### src/rtl/trace_pkg.sv
// Shared types and constants for the a0 trace buffer.
// The default entry type matches the default top-level widths.
package trace_pkg;

  localparam int DATA_WIDTH_DEF = 32;
  localparam int TS_WIDTH_DEF   = 16;

  // The drop counter stops at this value instead of wrapping.
  localparam logic [7:0] DROP_MAX = 8'hFF;

  typedef struct packed {
    logic [TS_WIDTH_DEF-1:0]   ts;
    logic [DATA_WIDTH_DEF-1:0] data;
  } trace_entry_t;

endpackage

### src/rtl/trace_fifo.sv
// Synchronous FIFO of trace entries held in plain registers.
// Full and empty are taken from the entry count, so the pointers can wrap freely.
module trace_fifo
  import trace_pkg::*;
#(
  parameter type     entry_t = trace_entry_t,
  parameter int      DEPTH   = 8,
  localparam int     PTR_W   = $clog2(DEPTH),
  localparam int     CNT_W   = PTR_W + 1
) (
  input  logic             clk,
  input  logic             rst_n,
  input  logic             flush_i,
  input  logic             push_i,
  input  logic             pop_i,
  input  entry_t           wdata_i,
  output entry_t           rdata_o,
  output logic [CNT_W-1:0] count_o,
  output logic             full_o,
  output logic             empty_o
);

  entry_t           mem_q [DEPTH];
  logic [PTR_W-1:0] wr_ptr_q, wr_ptr_d;
  logic [PTR_W-1:0] rd_ptr_q, rd_ptr_d;
  logic [CNT_W-1:0] count_q, count_d;
  logic             do_push, do_pop;

  assign full_o  = (count_q == CNT_W'(DEPTH));
  assign empty_o = (count_q == '0);
  assign count_o = count_q;

  // Flush overrides both sides. A pop frees a slot for a push on the same edge.
  assign do_pop  = pop_i && !empty_o && !flush_i;
  assign do_push = push_i && (!full_o || do_pop) && !flush_i;

  always_comb begin
    // NOTE: every always_comb output gets a default first so no path leaves it unassigned and infers a latch.
    wr_ptr_d = wr_ptr_q;
    rd_ptr_d = rd_ptr_q;
    count_d  = count_q;
    if (flush_i) begin
      wr_ptr_d = '0;
      rd_ptr_d = '0;
      count_d  = '0;
    end else begin
      if (do_push) wr_ptr_d = wr_ptr_q + 1'b1;
      if (do_pop)  rd_ptr_d = rd_ptr_q + 1'b1;
      case ({do_push, do_pop})
        2'b10:   count_d = count_q + 1'b1;
        2'b01:   count_d = count_q - 1'b1;
        default: count_d = count_q;
      endcase
    end
  end

  // NOTE: sequential state uses non-blocking assignments so every register samples pre-edge values.
  always_ff @(posedge clk or negedge rst_n) begin
    if (!rst_n) begin
      wr_ptr_q <= '0;
      rd_ptr_q <= '0;
      count_q  <= '0;
    end else begin
      wr_ptr_q <= wr_ptr_d;
      rd_ptr_q <= rd_ptr_d;
      count_q  <= count_d;
    end
  end

  // NOTE: the storage array is not reset; a slot is always written before it is read, and an empty read is forced to zero.
  always_ff @(posedge clk) begin
    if (do_push) mem_q[wr_ptr_q] <= wdata_i;
  end

  assign rdata_o = empty_o ? '0 : mem_q[rd_ptr_q];

endmodule

### src/rtl/a0_trace_buffer.sv
// Captures each change of the CPU a0 value with a cycle timestamp and queues it
// for a consumer that may stall; overflowed captures are counted, never back-pressured.
module a0_trace_buffer
  import trace_pkg::*;
#(
  parameter int  DATA_WIDTH = 32,
  parameter int  DEPTH      = 8,
  parameter int  TS_WIDTH   = 16,
  localparam int CNT_W      = $clog2(DEPTH) + 1
) (
  input  logic                  clk,
  input  logic                  rst,
  input  logic                  en,
  input  logic                  flush,
  input  logic [DATA_WIDTH-1:0] a0,
  output logic                  out_valid,
  input  logic                  out_ready,
  output logic [DATA_WIDTH-1:0] out_data,
  output logic [TS_WIDTH-1:0]   out_ts,
  output logic [CNT_W-1:0]      count,
  output logic                  full,
  output logic [7:0]            drop_cnt
);

  typedef struct packed {
    logic [TS_WIDTH-1:0]   ts;
    logic [DATA_WIDTH-1:0] data;
  } entry_t;

  logic [TS_WIDTH-1:0]   ts_q, ts_d;
  logic [DATA_WIDTH-1:0] last_a0_q, last_a0_d;
  logic                  primed_q, primed_d;
  logic [7:0]            drop_cnt_q, drop_cnt_d;

  logic   capture, pop, push, drop, fifo_empty;
  entry_t wr_entry, rd_entry;

  // The first enabled cycle after reset or flush always captures, even if a0 is unchanged.
  assign capture = en && (!primed_q || (a0 != last_a0_q));
  assign pop     = out_valid && out_ready;
  assign push    = capture && (!full || pop);
  assign drop    = capture && full && !pop && !flush;

  assign wr_entry = '{ts: ts_q, data: a0};

  always_comb begin
    ts_d       = ts_q + 1'b1;
    last_a0_d  = capture ? a0 : last_a0_q;
    primed_d   = flush ? 1'b0 : (capture ? 1'b1 : primed_q);
    drop_cnt_d = drop_cnt_q;
    if (drop && (drop_cnt_q != DROP_MAX)) drop_cnt_d = drop_cnt_q + 1'b1;
  end

  always_ff @(posedge clk or negedge rst) begin
    if (!rst) begin
      ts_q       <= '0;
      last_a0_q  <= '0;
      primed_q   <= 1'b0;
      drop_cnt_q <= '0;
    end else begin
      ts_q       <= ts_d;
      last_a0_q  <= last_a0_d;
      primed_q   <= primed_d;
      drop_cnt_q <= drop_cnt_d;
    end
  end

  trace_fifo #(
    .entry_t (entry_t),
    .DEPTH   (DEPTH)
  ) u_fifo (
    .clk     (clk),
    .rst_n   (rst),
    .flush_i (flush),
    .push_i  (push),
    .pop_i   (pop),
    .wdata_i (wr_entry),
    .rdata_o (rd_entry),
    .count_o (count),
    .full_o  (full),
    .empty_o (fifo_empty)
  );

  assign out_valid = !fifo_empty;
  assign out_data  = rd_entry.data;
  assign out_ts    = rd_entry.ts;
  assign drop_cnt  = drop_cnt_q;

endmodule
### config.mk
export PLATFORM = sky130hd
export DESIGN_NAME = a0_trace_buffer
export DESIGN_NICKNAME = d
export VERILOG_FILES = /design/src/rtl/trace_pkg.sv /design/src/rtl/trace_fifo.sv /design/src/rtl/a0_trace_buffer.sv
export SDC_FILE = /design/constraint.sdc
export NUM_CORES = 1
export LEC_CHECK = 0
export BUFFER_PORTS_ARGS = -buffer_cell sky130_fd_sc_hd__buf_2
export CAP_MARGIN = 25
export CORE_MARGIN = 2
export CORE_UTILIZATION = 35
export DETAILED_ROUTE_END_ITERATION = 12
export PLACE_DENSITY = 0.51
export SLEW_MARGIN = 20
export SYNTH_ARGS = -nofsm -noshare
export SYNTH_HDL_FRONTEND = slang
export SYNTH_SLANG_ARGS = --single-unit
### constraint.sdc
create_clock -name clk -period 7.7 [get_ports clk]
set_input_delay 1.54 -clock clk [delete_from_list [all_inputs] [get_ports clk]]
set_output_delay 1.54 -clock clk [all_outputs]
set_load 0.005 [all_outputs]
# --- Word-level counts from Yosys, hierarchy flattened ---
# Memories as Yosys holds them, arrays and structs flattened.
# Index checks and enable logic that the tools add are counted.
totals:
  register_bits: 67
  input_bits: 37
  out_inout_bits: 62
  ramBits: 384
  wordCells: 54
  n_memories: 1
mem_list:
  columns: ["memory", "depth", "word_bits", "read_ports", "rd_clocked_by_memory_dff", "write_ports", "line", "text"]
  rows:
  - ["u_fifo.mem_q", 8, 48, 1, 0, 1, "trace_fifo.sv:23", "entry_t mem_q [DEPTH];"]
classes:
  addsub: 6
  n_eq_ne: 5
  n_reduce_logical: 24
  mux: 11
ops:
  columns: ["op", "count"]
  rows:
  - ["$mux W48", 1]
  - ["$ne A32 B32 Y1", 1]
  - ["$add A16 B1 Y16 const B", 1]
  - ["$mux W3", 4]
  - ["$logic_and A1 B1 Y1", 11]
  - ["$add A8 B1 Y8 const B", 1]
  - ["$ne A8 B8 Y1 const B", 1]
  - ["$pmux W4 S2", 1]
  - ["$add A3 B1 Y3 const B", 2]
  - ["$reduce_bool A2 Y1", 3]
  - ["$logic_not A1 Y1", 5]
  - ["$add A4 B1 Y4 const B", 1]
  - ["$eq A4 B4 Y1 const B", 1]
  - ["$logic_not A4 Y1", 1]
  - ["$mux W1", 4]
  - ["$mux W4", 1]
  - ["$sub A4 B1 Y4 const B", 1]
  - ["$logic_or A1 B1 Y1", 3]
  - ["$reduce_bool A3 Y1", 1]
  - ["$eq A2 B1 Y1 const B", 1]
  - ["$eq A2 B2 Y1 const B", 1]

# --- Logic depth before layout (Yosys ltp) ---
depth:
  depth_word: 11
  mapped_depth: 13
  mapped_depth_nobuf: 11

# --- Cells and area by module ---
# From an unflattened synthesis, not the netlist that was laid out.
unflattened:
  cells_unflattened: 889
  hier_area_um2: 17844.6
by_module_without_submodules:
  columns: ["mod", "seq_area_each_um2", "cells_each", "area_per_inst_um2", "n_inst"]
  rows:
  - ["trace_fifo", 11781.3, 685, 15244.6, 1]
  - ["a0_trace_buffer", 1426.4, 204, 2600.0, 1]

# --- Least setup slack after synthesis ---
# OpenSTA, ideal clock, no wires.
synth_timing:
  path_kind: "input to register"
  startpoint: "in a0[31]"
  endpoint: "mem u_fifo.mem_q[1][0] (netlist name), enable pin"
  t_arrival_ps: 5836
  required_time_ps: 7187
  setup_slack_ps: 1351
  setup_ps: 513
  path_buffers: 1
  stages: 7
  path_cell_list: "xor2_1 > nor4_1 > and3_1 > a41oi_1 > buf_2 > nand4_1 > nor3_1"
synth_between:
  elab_chain_len: 8
synth_rtl:
  columns: ["element", "line", "text"]
  rows:
  - ["from (decl)", "a0_trace_buffer.sv:15", "input logic [DATA_WIDTH-1:0] a0,"]
  - ["$ne A32 B32 Y1", "a0_trace_buffer.sv:39", "assign capture = en && (!primed_q || (a0 != last_a0_q));"]
  - ["$logic_or A1 B1 Y1", "a0_trace_buffer.sv:39", null]
  - ["$logic_and A1 B1 Y1", "a0_trace_buffer.sv:39", null]
  - ["$logic_and A1 B1 Y1", "a0_trace_buffer.sv:41", "assign push = capture && (!full || pop);"]
  - ["$logic_and A1 B1 Y1 (2 in series)", "trace_fifo.sv:35", "assign do_push = push_i && (!full_o || do_pop) && !flush_i;"]
  - ["$mux W1", "trace_fifo.sv:72", "if (do_push) mem_q[wr_ptr_q] <= wdata_i;"]
  - ["$mux W1 (implied by the code)", "trace_fifo.sv:72", null]
  - ["to (decl)", "trace_fifo.sv:23", null]
# Every way passes these cells.

# --- Final worst setup path ---
layout_timing:
  startpoint: "reg u_fifo.rd_ptr_q[1]"
  endpoint: "out out_data[3]"
layout_between:
  elab_chain_len: 2
layout_rtl:
  columns: ["element", "line", "text"]
  rows:
  - ["from (decl)", "trace_fifo.sv:25", "logic [PTR_W-1:0] rd_ptr_q, rd_ptr_d;"]
  - ["from (signal assigned)", "trace_fifo.sv:65", "rd_ptr_q <= rd_ptr_d;"]
  - ["$mem_v2 Z8 W48", null, null]
  - ["$mux W48", "trace_fifo.sv:75", "assign rdata_o = empty_o ? '0 : mem_q[rd_ptr_q];"]
  - ["to (decl)", "a0_trace_buffer.sv:18", "output logic [DATA_WIDTH-1:0] out_data,"]
# Every way passes these cells.

==> results.tsv <==
stage	metric	value	unit
timing	Worst Tran Pin Value	1.002	ns
floorplanning	# rows	82	
power_and_ir_drop	leakage dissipation	7.167	nW
timing	Achievable Freq	0.2076	GHz
timing	period utilisation layout	0.6256	
cts	postcts setup bufs	0	
floorplanning	Die Footprint	53000	um^2
worst_setup_path	critical setup path kind	flop to output pin	
place	GP Congestion	0.7223	
worst_setup_path	R2R cell count	11	
power_and_ir_drop	VDD IR max	202.1	uV
timing	Layout Skew	0.01855	ns
grt	global-route wire length before repair	59880	um
detailed_routing	DR pass1 iterations	4	
synthesis	Seq/Total Area, Yosys	0.7375	
synthesis	Netlist cell types	43	
worst_hold_path	Worst Min Path Start	last_a0_q[29]	
synthesis	Mapped Cells	963	
place	post-DP HPWL	22290	um
synthesis	Avg Cell Area, Syn	18.60	um^2
cells_and_area	NumNets Final	1126	
cells_and_area	storage element area	13220	um^2
floorplanning	core area	50380	um^2
worst_setup_path	Critical path origin	u_fifo.rd_ptr_q[1]	
timing	unrepaired setup endpoints after global routing	no	
cts	CTS Buffer Depth	3	
synthesis	commonest register cell after synthesis	edfxtp_1	
cells_and_area	commonest cells after routing, fill and taps aside	384 x edfxtp_1, 99 x nand2_1, 97 x buf_2, 96 x mux4_2, 64 x dfrtp_1	
synthesis	syn nets	1007	
timing	Slew HR	0.3318	
cts	PostCTS Resize Cnt	0	
grt	largest net degree at the start of global routing	62	
timing	final slew viol count	0	
worst_setup_path	reg-to-reg slack, setup	3.99	ns
grt	initial antenna violation count	1	
cts	Reg clk slew, reported paths	0.06	ns
grt	GR Overflow Total	0	
synthesis	Post-Synthesis Cell Area	17910	um^2
cts	Worst-Skew Late Latency	0.58	ns
cts	CTS buffer count	49	
cells_and_area	share of post-route cells with drive strength above 1	0.2748	
cells_and_area	Multi-input gate area	4581	um^2
cts	root buf cell	clkbuf_16	
detailed_routing	wire per inst	22.28	um
timing	setup total negative slack	0	ns
run_status	outcome	finished clean	
detailed_routing	WL final	39950	um
worst_setup_path	Critical Path Source Type	flop	
synthesis	synthesis-stage register bit count	451	
cells_and_area	commonest non-fill, non-tap cell in the layout	edfxtp_1	
grt	number of global-route vias before repair	9174	
timing	fin crit period	4.817	ns
floorplanning	starting density of the core	0.3555	
cells_and_area	ant diodes	0	
synthesis	YS warnings	0	
detailed_routing	vias per std cell	4.992	
synthesis	number of enable flip-flop cells after synthesis	384	
worst_setup_path	CP Cell Sequence	buf_4, mux4_2, mux2i_1, nor2_1, buf_2	
detailed_routing	1st-iter DRT viols	588	
worst_setup_path	R2R Path Start	last_a0_q[31]	
timing	Final setup viols	0	
floorplanning	Chip Width	230.2	um
worst_setup_path	CP bufs+invs	2	
cells_and_area	synthesis-to-layout area growth	16.80	%
timing	Final Hold Violating Endpoints	0	
worst_setup_path	crit path DAT	3.28	ns
worst_setup_path	CP top delay family	flip-flops	
power_and_ir_drop	Power Dens Cells	302.3	nW/um^2
synthesis	Post-synth ARST share	0.1486	
floorplanning	Die Ht	230.2	um
worst_hold_path	class of the worst hold path	flop to flop	
cts	TritonCTS clock tree	done	
worst_setup_path	Worst path max stage delay	1.08	ns
cells_and_area	final core occ	0.4153	
grt	Overall Global Routing Usage	0.1525	
worst_setup_path	Critical Path Stages	5	
cells_and_area	fill count	4483	
cts	Clock Sink Count	451	
worst_setup_path	WP data required	6.16	ns
worst_setup_path	Critical-path top delay cell	dfrtp_4	
run	Max-Cap Viols	0	
floorplanning	# IOs	99	
worst_hold_path	Hold Crit Depth	2	
cts	H-tree depth	2	
worst_setup_path	critical path endpoint category	output pin	
cts	Post-CTS Hold Buffers	0	
worst_setup_path	reg2reg end	u_fifo.count_o[3]	
detailed_routing	via count	8950	
detailed_routing	Remaining DRCs	0	
worst_setup_path	crit path max fanout	59	
detailed_routing	Antenna Nets Post-Route	0	
place	number of port buffers	98	
worst_setup_path	Setup crit end	out_data[3]	
==> state kept, by name (all words and copies together), names as in the netlist <==
name             flops
u_fifo.count_o       4
primed_q             1
u_fifo.mem_q       384
u_fifo.wr_ptr_q      3
u_fifo.rd_ptr_q      3
last_a0_q           32
drop_cnt             8
ts_q                16
==> cell usage after synthesis (2+ instances only) <==
cell type / number / area [um^2]
a21o_1: 2 / 15.01
a21oi_1: 4 / 20.02
and2_1: 2 / 12.51
and3_1: 8 / 50.05
buf_1: 8 / 30.03
buf_2: 13 / 65.06
clkbuf_1: 26 / 97.59
dfrtp_1: 67 / 1677
edfxtp_1: 384 / 11530
ha_1: 6 / 75.07
inv_1: 3 / 11.26
mux2_1: 3 / 33.78
mux2_2: 5 / 56.30
mux2i_1: 51 / 510.5
mux4_2: 96 / 2162
nand2_1: 99 / 371.6
nand2b_1: 2 / 12.51
nand3_1: 11 / 55.05
nand4_1: 15 / 93.84
nor2_1: 69 / 259.0
nor3_1: 5 / 25.02
nor3_2: 3 / 30.03
nor4_1: 5 / 31.28
o311ai_1: 2 / 17.52
or4_1: 2 / 15.01
xnor2_1: 39 / 341.6
xor2_1: 17 / 148.9
==> logic make-up (layout without fill, tap and decap cells) <==
kind of cell / after synthesis / count (layout) / synth area share
simple gates: 229 / 229 / 0.05820
buf+inv: 51 / 209 / 0.01160
compound gates: 14 / 14 / 0.005799
xor+xnor: 56 / 56 / 0.02739
flops: 451 / 451 / 0.7375
fa+ha+maj: 7 / 7 / 0.005309
mux: 155 / 155 / 0.1543
==> worst reg2reg max path, stage by stage, from the launching register on <==
cell and delay, ns:
dfrtp_1 0.39, xor2_1 0.16, nor4_1 0.64, and3_1 0.36
a41oi_4 0.25, nor3_1 0.44, ha_1 0.31, a21o_1 0.18
a21o_1 0.19, nor3b_1 0.14, mux2_1 0.31, a221oi_1 0.23
==> report_power, final <==
| part | switching [W] | internal [W] | leakage (nW) | total (W) |
|---|---|---|---|---|
| logic | 0.000630 | 0.000562 | 2.00 | 0.00119 |
| clock network | 0.000939 | 0.00133 | 0.773 | 0.00227 |
| registers | 0.000131 | 0.00273 | 4.39 | 0.00286 |
| total | 0.00170 | 0.00462 | 7.17 | 0.00632 |
==> how the worst min path moves through the flow <==
stage	endpoint	slack, ns
6_report	last_a0_q[29]	0.49
5_1_grt	last_a0_q[8]	0.52
4_1_cts	last_a0_q[8]	0.50
3_5_place_dp	last_a0_q[28]	0.48
3_3_place_gp	last_a0_q[23]	0.47
2_1_floorplan	primed_q	0.46
==> routing by layer <==
metal | track usage | part of all wire | wire [um] | vias to the layer above
met2 | 0.2446 | 0.48 | 19050 | 201
li1 | - | - | - | 3998
met5 | 0 | 0.00030 | 12 | -
met4 | 0.03790 | 0.016 | 655 | 2
met3 | 0.02989 | 0.048 | 1921 | 50
met1 | 0.2142 | 0.46 | 18310 | 4699
==> through the flow <==
| stage | power, W | area, um^2 | hold WS (ns) | setup WS [ns] | std cells |
|---|---|---|---|---|---|
| finish | 0.006324 | 20920 | 0.4918 | 2.883 | 1793 |
| global route | 0.006626 | 20920 | 0.5194 | 2.623 | 1793 |
| CTS | 0.006432 | 20920 | 0.4983 | 2.699 | 1793 |
| detailed placement | 0.004145 | 19350 | 0.4837 | 2.697 | 1703 |
| global placement | 0.004141 | 19290 | 0.4726 | 2.684 | 1701 |
| floorplan | 0.003636 | 17910 | 0.4579 | 1.351 | 963 |
==> area by class of cell <==
| cell class | count | share of cell area |
|---|---|---|
| sequential | 451 | 0.6319 |
| timing repair buffer | 115 | 0.03338 |
| multi-input combinational | 461 | 0.2190 |
| inverter | 4 | 0.0007177 |
| clock buffer | 67 | 0.06675 |
| tap | 672 | 0.04019 |
| clock inverter | 23 | 0.008075 |
Power figures use the tool's default switching activity.
